### src/rtl/regfile_pkg.sv
// Shared definitions for the register file and its busy scoreboard.
//   DATA_W_DEF / NUM_REGS_DEF : default register width and depth
//   reg_addr_t                : register address at the default depth
//   ZERO_REG                  : index of the hardwired-zero register
//   addr_in_range()           : true when an address names a writable register
package regfile_pkg;

   localparam int DATA_W_DEF   = 8;
   localparam int NUM_REGS_DEF = 8;
   localparam int ZERO_REG     = 0;

   typedef logic [$clog2(NUM_REGS_DEF)-1:0] reg_addr_t;

   // Address is non-zero and below the register count. The address is
   // zero-extended to int before the compare.
   function automatic logic addr_in_range(input int addr, input int num_regs);
      return (addr != ZERO_REG) && (addr < num_regs);
   endfunction

endpackage

### src/rtl/reg_busy_table.sv
// Per-register busy scoreboard for read-after-write hazard detection.
//   clock, reset            : clock and synchronous active-high reset
//   rd_addr1/2              : read addresses to look up
//   wr_en/wr_addr           : writeback, clears the destination busy bit
//   issue_en/issue_addr     : issue, sets the destination busy bit
//   busy1/2                 : lookup result per read port (bypass-masked)
//   busy_vec                : raw scoreboard state, bit 0 always 0
module reg_busy_table
   import regfile_pkg::*;
#(
   parameter int NUM_REGS = NUM_REGS_DEF,
   parameter int ADDR_W   = $clog2(NUM_REGS),
   parameter int BYPASS   = 1
) (
   input  logic                clock,
   input  logic                reset,
   input  logic [ADDR_W-1:0]   rd_addr1,
   input  logic [ADDR_W-1:0]   rd_addr2,
   input  logic                wr_en,
   input  logic [ADDR_W-1:0]   wr_addr,
   input  logic                issue_en,
   input  logic [ADDR_W-1:0]   issue_addr,
   output logic                busy1,
   output logic                busy2,
   output logic [NUM_REGS-1:0] busy_vec
);

   // Lookup vector padded to the full address space so out-of-range
   // addresses index a constant zero instead of falling off the end.
   localparam int NPOW = 1 << ADDR_W;

   logic [NUM_REGS-1:0] busy;
   logic [NPOW-1:0]     busy_ext;
   logic                fwd1, fwd2;

   assign busy[0] = 1'b0;

   for (genvar i = 1; i < NUM_REGS; i++) begin : g_busy
      logic q;
      // Set beats clear: a newly issued producer supersedes the one
      // whose result is being written back this cycle.
      always_ff @(posedge clock) begin
         if (reset)
            q <= 1'b0;
         else if (issue_en && issue_addr == ADDR_W'(i))
            q <= 1'b1;
         else if (wr_en && wr_addr == ADDR_W'(i))
            q <= 1'b0;
      end
      assign busy[i] = q;
   end

   assign busy_ext = NPOW'(busy);

   // A same-cycle writeback to the read address forwards final data, so
   // the consumer need not stall.
   assign fwd1 = (BYPASS != 0) && wr_en && (wr_addr == rd_addr1);
   assign fwd2 = (BYPASS != 0) && wr_en && (wr_addr == rd_addr2);

   assign busy1    = busy_ext[rd_addr1] & ~fwd1;
   assign busy2    = busy_ext[rd_addr2] & ~fwd2;
   assign busy_vec = busy;

endmodule

### src/rtl/reg_file_sb.sv
// Parametrised register file with synchronous clear, write-to-read bypass
// and a busy scoreboard for multi-cycle producers.
//   clock, reset          : clock and synchronous active-high reset
//   rd_addr1/2, rd_data1/2: combinational read ports (R0 and out-of-range read 0)
//   wr_en/wr_addr/wr_data : writeback port
//   issue_en/issue_addr   : marks a destination busy at issue
//   busy1/2, hazard       : per-port busy lookup and their OR
//   busy_vec              : raw scoreboard state
module reg_file_sb
   import regfile_pkg::*;
#(
   parameter  int DATA_W   = DATA_W_DEF,
   parameter  int NUM_REGS = NUM_REGS_DEF,
   parameter  int BYPASS   = 1,
   localparam int ADDR_W   = $clog2(NUM_REGS)
) (
   input  logic                clock,
   input  logic                reset,
   input  logic [ADDR_W-1:0]   rd_addr1,
   input  logic [ADDR_W-1:0]   rd_addr2,
   output logic [DATA_W-1:0]   rd_data1,
   output logic [DATA_W-1:0]   rd_data2,
   input  logic                wr_en,
   input  logic [ADDR_W-1:0]   wr_addr,
   input  logic [DATA_W-1:0]   wr_data,
   input  logic                issue_en,
   input  logic [ADDR_W-1:0]   issue_addr,
   output logic                busy1,
   output logic                busy2,
   output logic                hazard,
   output logic [NUM_REGS-1:0] busy_vec
);

   logic [DATA_W-1:0]            rf [NUM_REGS];
   logic                         wr_ok;
   logic [1:0][ADDR_W-1:0]       rd_addr;
   logic [1:0][DATA_W-1:0]       rd_data;

   assign wr_ok = wr_en && addr_in_range(int'(wr_addr), NUM_REGS);

   // R0 is never written, so its flop stays at the reset value of zero.
   always_ff @(posedge clock) begin
      if (reset) begin
         for (int i = 0; i < NUM_REGS; i++) rf[i] <= '0;
      end else if (wr_ok) begin
         rf[wr_addr] <= wr_data;
      end
   end

   assign rd_addr[0] = rd_addr1;
   assign rd_addr[1] = rd_addr2;

   for (genvar p = 0; p < 2; p++) begin : g_rd
      always_comb begin
         rd_data[p] = '0;
         if (addr_in_range(int'(rd_addr[p]), NUM_REGS)) begin
            if ((BYPASS != 0) && wr_ok && (wr_addr == rd_addr[p]))
               rd_data[p] = wr_data;
            else
               rd_data[p] = rf[rd_addr[p]];
         end
      end
   end

   assign rd_data1 = rd_data[0];
   assign rd_data2 = rd_data[1];

   reg_busy_table #(
      .NUM_REGS (NUM_REGS),
      .ADDR_W   (ADDR_W),
      .BYPASS   (BYPASS)
   ) u_busy (
      .clock      (clock),
      .reset      (reset),
      .rd_addr1   (rd_addr1),
      .rd_addr2   (rd_addr2),
      .wr_en      (wr_en),
      .wr_addr    (wr_addr),
      .issue_en   (issue_en),
      .issue_addr (issue_addr),
      .busy1      (busy1),
      .busy2      (busy2),
      .busy_vec   (busy_vec)
   );

   assign hazard = busy1 | busy2;

endmodule
### config.mk
export PLATFORM = sky130hd
export DESIGN_NAME = reg_file_sb
export DESIGN_NICKNAME = d
export VERILOG_FILES = /design/src/rtl/regfile_pkg.sv /design/src/rtl/reg_busy_table.sv /design/src/rtl/reg_file_sb.sv
export SDC_FILE = /design/constraint.sdc
export NUM_CORES = 1
export LEC_CHECK = 0
export ABC_CLOCK_PERIOD_IN_PS = 1700
export CAP_MARGIN = 20
export CORE_AREA = 2 2 78 117
export CTS_CLUSTER_SIZE = 40
export DETAILED_ROUTE_END_ITERATION = 6
export DIE_AREA = 0 0 80 119
export PLACE_DENSITY = 0.81
export SETUP_SLACK_MARGIN = 0.02
export SYNTH_ARGS = -nofsm -noshare
export SYNTH_HDL_FRONTEND = slang
export SYNTH_SLANG_ARGS = --single-unit
export TNS_END_PERCENT = 10
### constraint.sdc
create_clock -name clock -period 1.7 [get_ports clock]
set_clock_uncertainty 0.1 [all_clocks]
set_input_delay 0.34 -clock clock [delete_from_list [all_inputs] [get_ports clock]]
set_output_delay 0.34 -clock clock [all_outputs]
set_load 0.05 [all_outputs]
# [Word-level counts from Yosys, hierarchy flattened]
# Memory sizes are Yosys's and may differ from the RTL's.
# Cells that the tools add are included.
# W data, S select, Z words.
[classes] bitwise=5 eq_ne=16 muxes=30 order_cmp=2 n_reduce_logical=30
[op_table] operator="$mux W8" n=5
[op_table] operator="$eq A3 B3 Y1 const B" n=8
[op_table] operator="$mux W1" n=22
[op_table] operator="$logic_and A1 B1 Y1" n=19
[op_table] operator="$reduce_bool A2 Y1" n=7
[op_table] operator="$eq A3 B2 Y1 const B" n=4
[op_table] operator="$reduce_bool A3 Y1" n=3
[op_table] operator="$lt A3 B4 Y1 const B" n=2
[op_table] operator="$reduce_or A8 Y1" n=1
[op_table] operator="$bmux W1 S3" n=2
[op_table] operator="$eq A3 B1 Y1 const B" n=2
[op_table] operator="$eq A3 B3 Y1" n=2
[op_table] operator="$mux W3" n=1
[op_table] operator="$and A1 B1 Y1" n=2
[op_table] operator="$not A1 Y1" n=2
[op_table] operator="$or A1 B1 Y1" n=1
[totals] inputBits=24 ff_bits=7 out_inout_bits=27 mem_bits_rw=64 memories=1
[mem_list] name="rf" depth=8 width=8 rd=2 rd_clocked_by_memory_dff=0 write_ports=8 line_no="reg_file_sb.sv:34" rtl="logic [DATA_W-1:0] rf [NUM_REGS];"

# [Depth between registers and ports, before layout]
# Gate-level depths: netlist (run 1).
[logic_depth] ltp_word=7 mapped_depth=7 depth_no_buf=4

# [By module]
# A second synthesis (run 1) with hierarchy kept.
[hier_totals] cells_unflattened=357 area_unflattened_um2=4085.2
[modules_own_cells] mod="reg_file_sb" area_per_inst_um2=3518.4 n_inst=1 cells_per_inst=291
[modules_own_cells] mod="reg_busy_table" area_per_inst_um2=566.8 n_inst=1 cells_per_inst=66

# [Least setup slack after synthesis (run 1)]
# No wires, ideal clock.
[synth_path] kind="input port to output port" startpoint="input port rd_addr2[2]" endpoint="output port busy2" arrival_time_ns=2.162 n_path_buf=2 slack_ns=-0.902 path_stages=6 cell_sequence="buf_2 > buf_2 > nand2_1 > mux2i_1 > o21ai_0 > o21ai_0"
[synth_via] elab_chain_len=4 word_cells_on_any_way=6 classes_between="eq/ne: 1; mux: 2; bitwise: 2; reduce/logical: 1"
[synth_lines] element="start, declared" line_no="reg_file_sb.sv:20" rtl="input logic [ADDR_W-1:0] rd_addr2,"
[synth_lines] element="parallel branches: the longest is 3 deep, another holds $bmux W1 S3"
[synth_lines] element="$and A1 B1 Y1 (*)" line_no="reg_busy_table.sv:61" rtl="assign busy2 = busy_ext[rd_addr2] & ~fwd2;"
[synth_lines] element="end, declared" line_no="reg_file_sb.sv:29" rtl="output logic busy2,"
# Mark *: on every way between the ends. The select of a mux whose other input is x is not followed.

# [Worst setup path after layout (run 1)]
[layout_path] startpoint="register u_busy.g_busy[7].q" endpoint="output port hazard"
[layout_via] elab_chain_len=4 word_cells_on_any_way=7 classes_between="mux: 4; bitwise: 3"
[layout_lines] element="start, declared" line_no="reg_busy_table.sv:39" rtl="logic q;"
[layout_lines] element="start signal, assigned" line_no="reg_busy_table.sv:44" rtl="q <= 1'b0;"
[layout_lines] element="start signal, assigned" line_no="reg_busy_table.sv:46" rtl="q <= 1'b1;"
[layout_lines] element="start signal, assigned" line_no="reg_busy_table.sv:48" rtl="q <= 1'b0;"
[layout_lines] element="$bmux W1 S3 (on tied branches)" line_no="reg_busy_table.sv:60, reg_busy_table.sv:61"
[layout_lines] element="$mux W1 (on tied branches)" line_no="reg_busy_table.sv:60, reg_busy_table.sv:61"
[layout_lines] element="$and A1 B1 Y1 (on tied branches)" line_no="reg_busy_table.sv:60, reg_busy_table.sv:61"
[layout_lines] element="$or A1 B1 Y1 (*)" line_no="reg_file_sb.sv:86" rtl="assign hazard = busy1 | busy2;"
[layout_lines] element="end, declared" line_no="reg_file_sb.sv:30" rtl="output logic hazard,"
# Every way passes the cells marked *; elsewhere a longest branch is shown, timed or not. The select of a mux whose other input is x is not followed.

==> flow_metrics.env, run 1 <==
export IMPL_die_h_um=119
export IMPL_fillers=452
export IMPL_die_x_um=80
export IMPL_wl_mm=15.80
export IMPL_clockBufferDepth=2
export IMPL_p_leak_nw=2.590
export IMPL_rrSetupSlack_ns=0.75
export IMPL_finalInstanceArea_sq_um=6759
export IMPL_wl_per_cell_um=27.06
export IMPL_clk_insertion_delay_late_ns=0.35
export IMPL_first_pass_iters=5
export IMPL_cts_buffers_inserted=9
export IMPL_rows=42
export IMPL_grt_util_all_layers_pct=34.05
export IMPL_start_util_pct=49.40
export IMPL_synth_area_sq_um=4258
export IMPL_period_needed_ns=2.245
export IMPL_yosys_warnings=0
export IMPL_ys_top_cells_by_area="edfxtp_1 45%, mux4_2 18%, and2_1 8.4%, mux2i_1 4.7%, dfxtp_1 3.3%"
export IMPL_dp_slack_ns=-0.9715
export IMPL_place_congestion=0.8963
export IMPL_hold_viol=0
export IMPL_clockRootBuffer="clkbuf_16"
export IMPL_hold_path_class="reg2reg"
export IMPL_vias_per_cell=6.521
export IMPL_io_buffers=49
export IMPL_utilization_pct=78.43
export IMPL_final_common_cell="buf_4"
export IMPL_violations="setup timing"
export IMPL_final_cell_mix="90 x buf_4, 64 x edfxtp_1, 57 x and2_1"
export IMPL_ios=51
export IMPL_nets=494
export IMPL_max_freq_ghz=0.4455
export IMPL_slew_violations=0
export IMPL_worst_slack_ns=-0.5446
export IMPL_synth_top_area_share_pct=45.14
export IMPL_worstSetupPathType="reg2out"
export IMPL_ys_seq_area_share_pct=48.43
export IMPL_setup_tns_final_ns=-9.111
export IMPL_final_layout_size_suffix_gt1_share_pct=54.43
export IMPL_grt_pass1_wl_mm=22.95
export IMPL_worstPathRequired_ns=1.26
export IMPL_outcome="complete, but fails checks"
export IMPL_overflow=0
export IMPL_yosys_register_bits=71
export IMPL_num_vias=3808
export IMPL_dpl_hpwl_mm=9.214
export IMPL_cp_max_fo=3
export IMPL_critPathArrivalTime_ns=1.80
export IMPL_rsz0062_at_grt="true"
export IMPL_setup_viol=19
export IMPL_placed_cell_area_sq_um=5848
export IMPL_avgSynthCellArea_sq_um=13.31
export IMPL_vdd_drop_max_v=0.0008732
export IMPL_h_tree_depth=3
export IMPL_die_area_sq_um=9520
export IMPL_drt_iter0_drc=475
export IMPL_grt_max_degree=20
export IMPL_n_antenna_cell=0
export IMPL_clk_pin_slew_worst_paths_ns=0.06
export IMPL_drc=0
export IMPL_synth_largest_area_cell="edfxtp_1"
export IMPL_end_kind="output port"
export IMPL_powerDensity_nw_per_um2=818.9
export IMPL_grt_pass1_vias=3956
export IMPL_syn2layout_area_growth_pct=58.74
export IMPL_hold_slack_ns=0.4330
export IMPL_cts_sinks=71
export IMPL_final_period_utilization_pct=132.0
export IMPL_cts_tree="built"
export IMPL_syn_instance_count=320
export IMPL_max_cap_viol_count=0
export IMPL_grt_antenna_before_repair=0
export IMPL_core_sq_um=8618
export IMPL_synth_cell_types=41
export IMPL_final_antenna_net_count=0
export IMPL_start_kind="flip-flop"
-- power breakdown --
group	leakage, nW	switching, mW	internal [mW]
clock network	0.129	0.726	0.973
logic	1.78	0.892	0.849
registers	0.677	0.0735	2.02
-- worst max-delay path: stages (launching register included) --
cell      delay, ns
dfxtp_2        0.34
mux4_2         0.49
o311a_1        0.15
a21oi_2        0.15
o211ai_1       0.12
buf_4          0.21
-- through the flow --
stage	total power, mW	instances
floorplan	2.922	328
global placement	3.502	555
detailed placement	3.536	555
CTS	5.389	584
global route	5.634	584
finish	5.535	584
-- registers in the layout (all words and copies together) (netlist names) --
signal and cells:
rf 64, u_busy.g_busy.q 7
-- per-layer routing --
layer	part of all wire [%]	track usage [%]	up-vias
met2	53	56.93	320
li1	-	-	1518
met1	31	38.29	1876
met3	8.5	6.591	92
met5	0.23	0	-
met4	7.0	23.41	2
-- path summary, 6_finish.rpt --
check | startpoint | endpoint | cells past startpoint
setup reg to reg | u_busy.g_busy[6].q | u_busy.g_busy[6].q | 4
hold / removal | u_busy.g_busy[1].q | u_busy.g_busy[1].q | 2
setup / recovery | u_busy.g_busy[7].q | hazard | 5
hold reg to reg | u_busy.g_busy[1].q | u_busy.g_busy[1].q | 2
-- Yosys cell counts --
master	n
a41oi_1	1
nor2_1	1
nand3_2	2
and2b_1	1
a21oi_1	16
or2_0	2
o32ai_1	1
inv_1	9
o21a_1	1
o211ai_1	1
nand3_1	3
o311a_1	1
xnor2_1	4
or2_1	1
clkbuf_1	3
and2_1	57
xor2_1	2
nor3b_1	1
buf_1	2
nor3_1	6
mux2_2	1
a21o_1	3
nor2b_1	1
dfxtp_1	7
buf_2	9
o31ai_1	16
nand2b_1	6
mux2i_1	20
o22ai_1	3
conb_1	1
nor4_1	1
o21ai_0	5
nand3b_1	1
edfxtp_1	64
o21bai_1	5
or3_1	2
buf_6	6
buf_4	11
mux4_2	34
a21oi_2	1
nand2_1	8
-- cell families after synthesis --
logic type | count (synthesis) | share of synthesized area [%]
XOR/XNOR | 6 | 1.234
other | 1 | 0.08807
AND/OR/NAND/NOR | 93 | 13.14
flip-flops | 71 | 48.43
multiplexers | 55 | 22.95
AO/OA/AOI/OAI | 54 | 8.346
buffers and inverters | 40 | 5.818
-- final cells by class --
cell class | count | area (sq um) | share of cell area, %
clock buffer | 11 | 232.7 | 3.443
clock inverter | 4 | 23.77 | 0.3517
inverter | 9 | 33.78 | 0.4998
multi-input combinational | 217 | 2530 | 37.43
sequential | 71 | 2064 | 30.54
tap | 110 | 137.6 | 2.036
timing repair buffer | 162 | 1737 | 25.69
-- repair_timing --
item                       CTS  global route
setup endpoints to repair  126            38
buffers inserted            11             0
pin swaps                   17             9
gates resized for setup    128            19
hold buffers                 0             0
cloned                       3             0
(Power assumes the default switching activity.)
==> run 2, diff against run 1 <==
--- a/config.mk
+++ b/config.mk
@@ -11,6 +11,7 @@
 export CTS_CLUSTER_SIZE = 40
 export DETAILED_ROUTE_END_ITERATION = 6
 export DIE_AREA = 0 0 80 119
+export GPL_ROUTABILITY_DRIVEN = 1
 export PLACE_DENSITY = 0.81
 export SETUP_SLACK_MARGIN = 0.02
 export SYNTH_ARGS = -nofsm -noshare
==> results of run 2 <==
Final layout, timing and power as in run 1 (identical DEF).
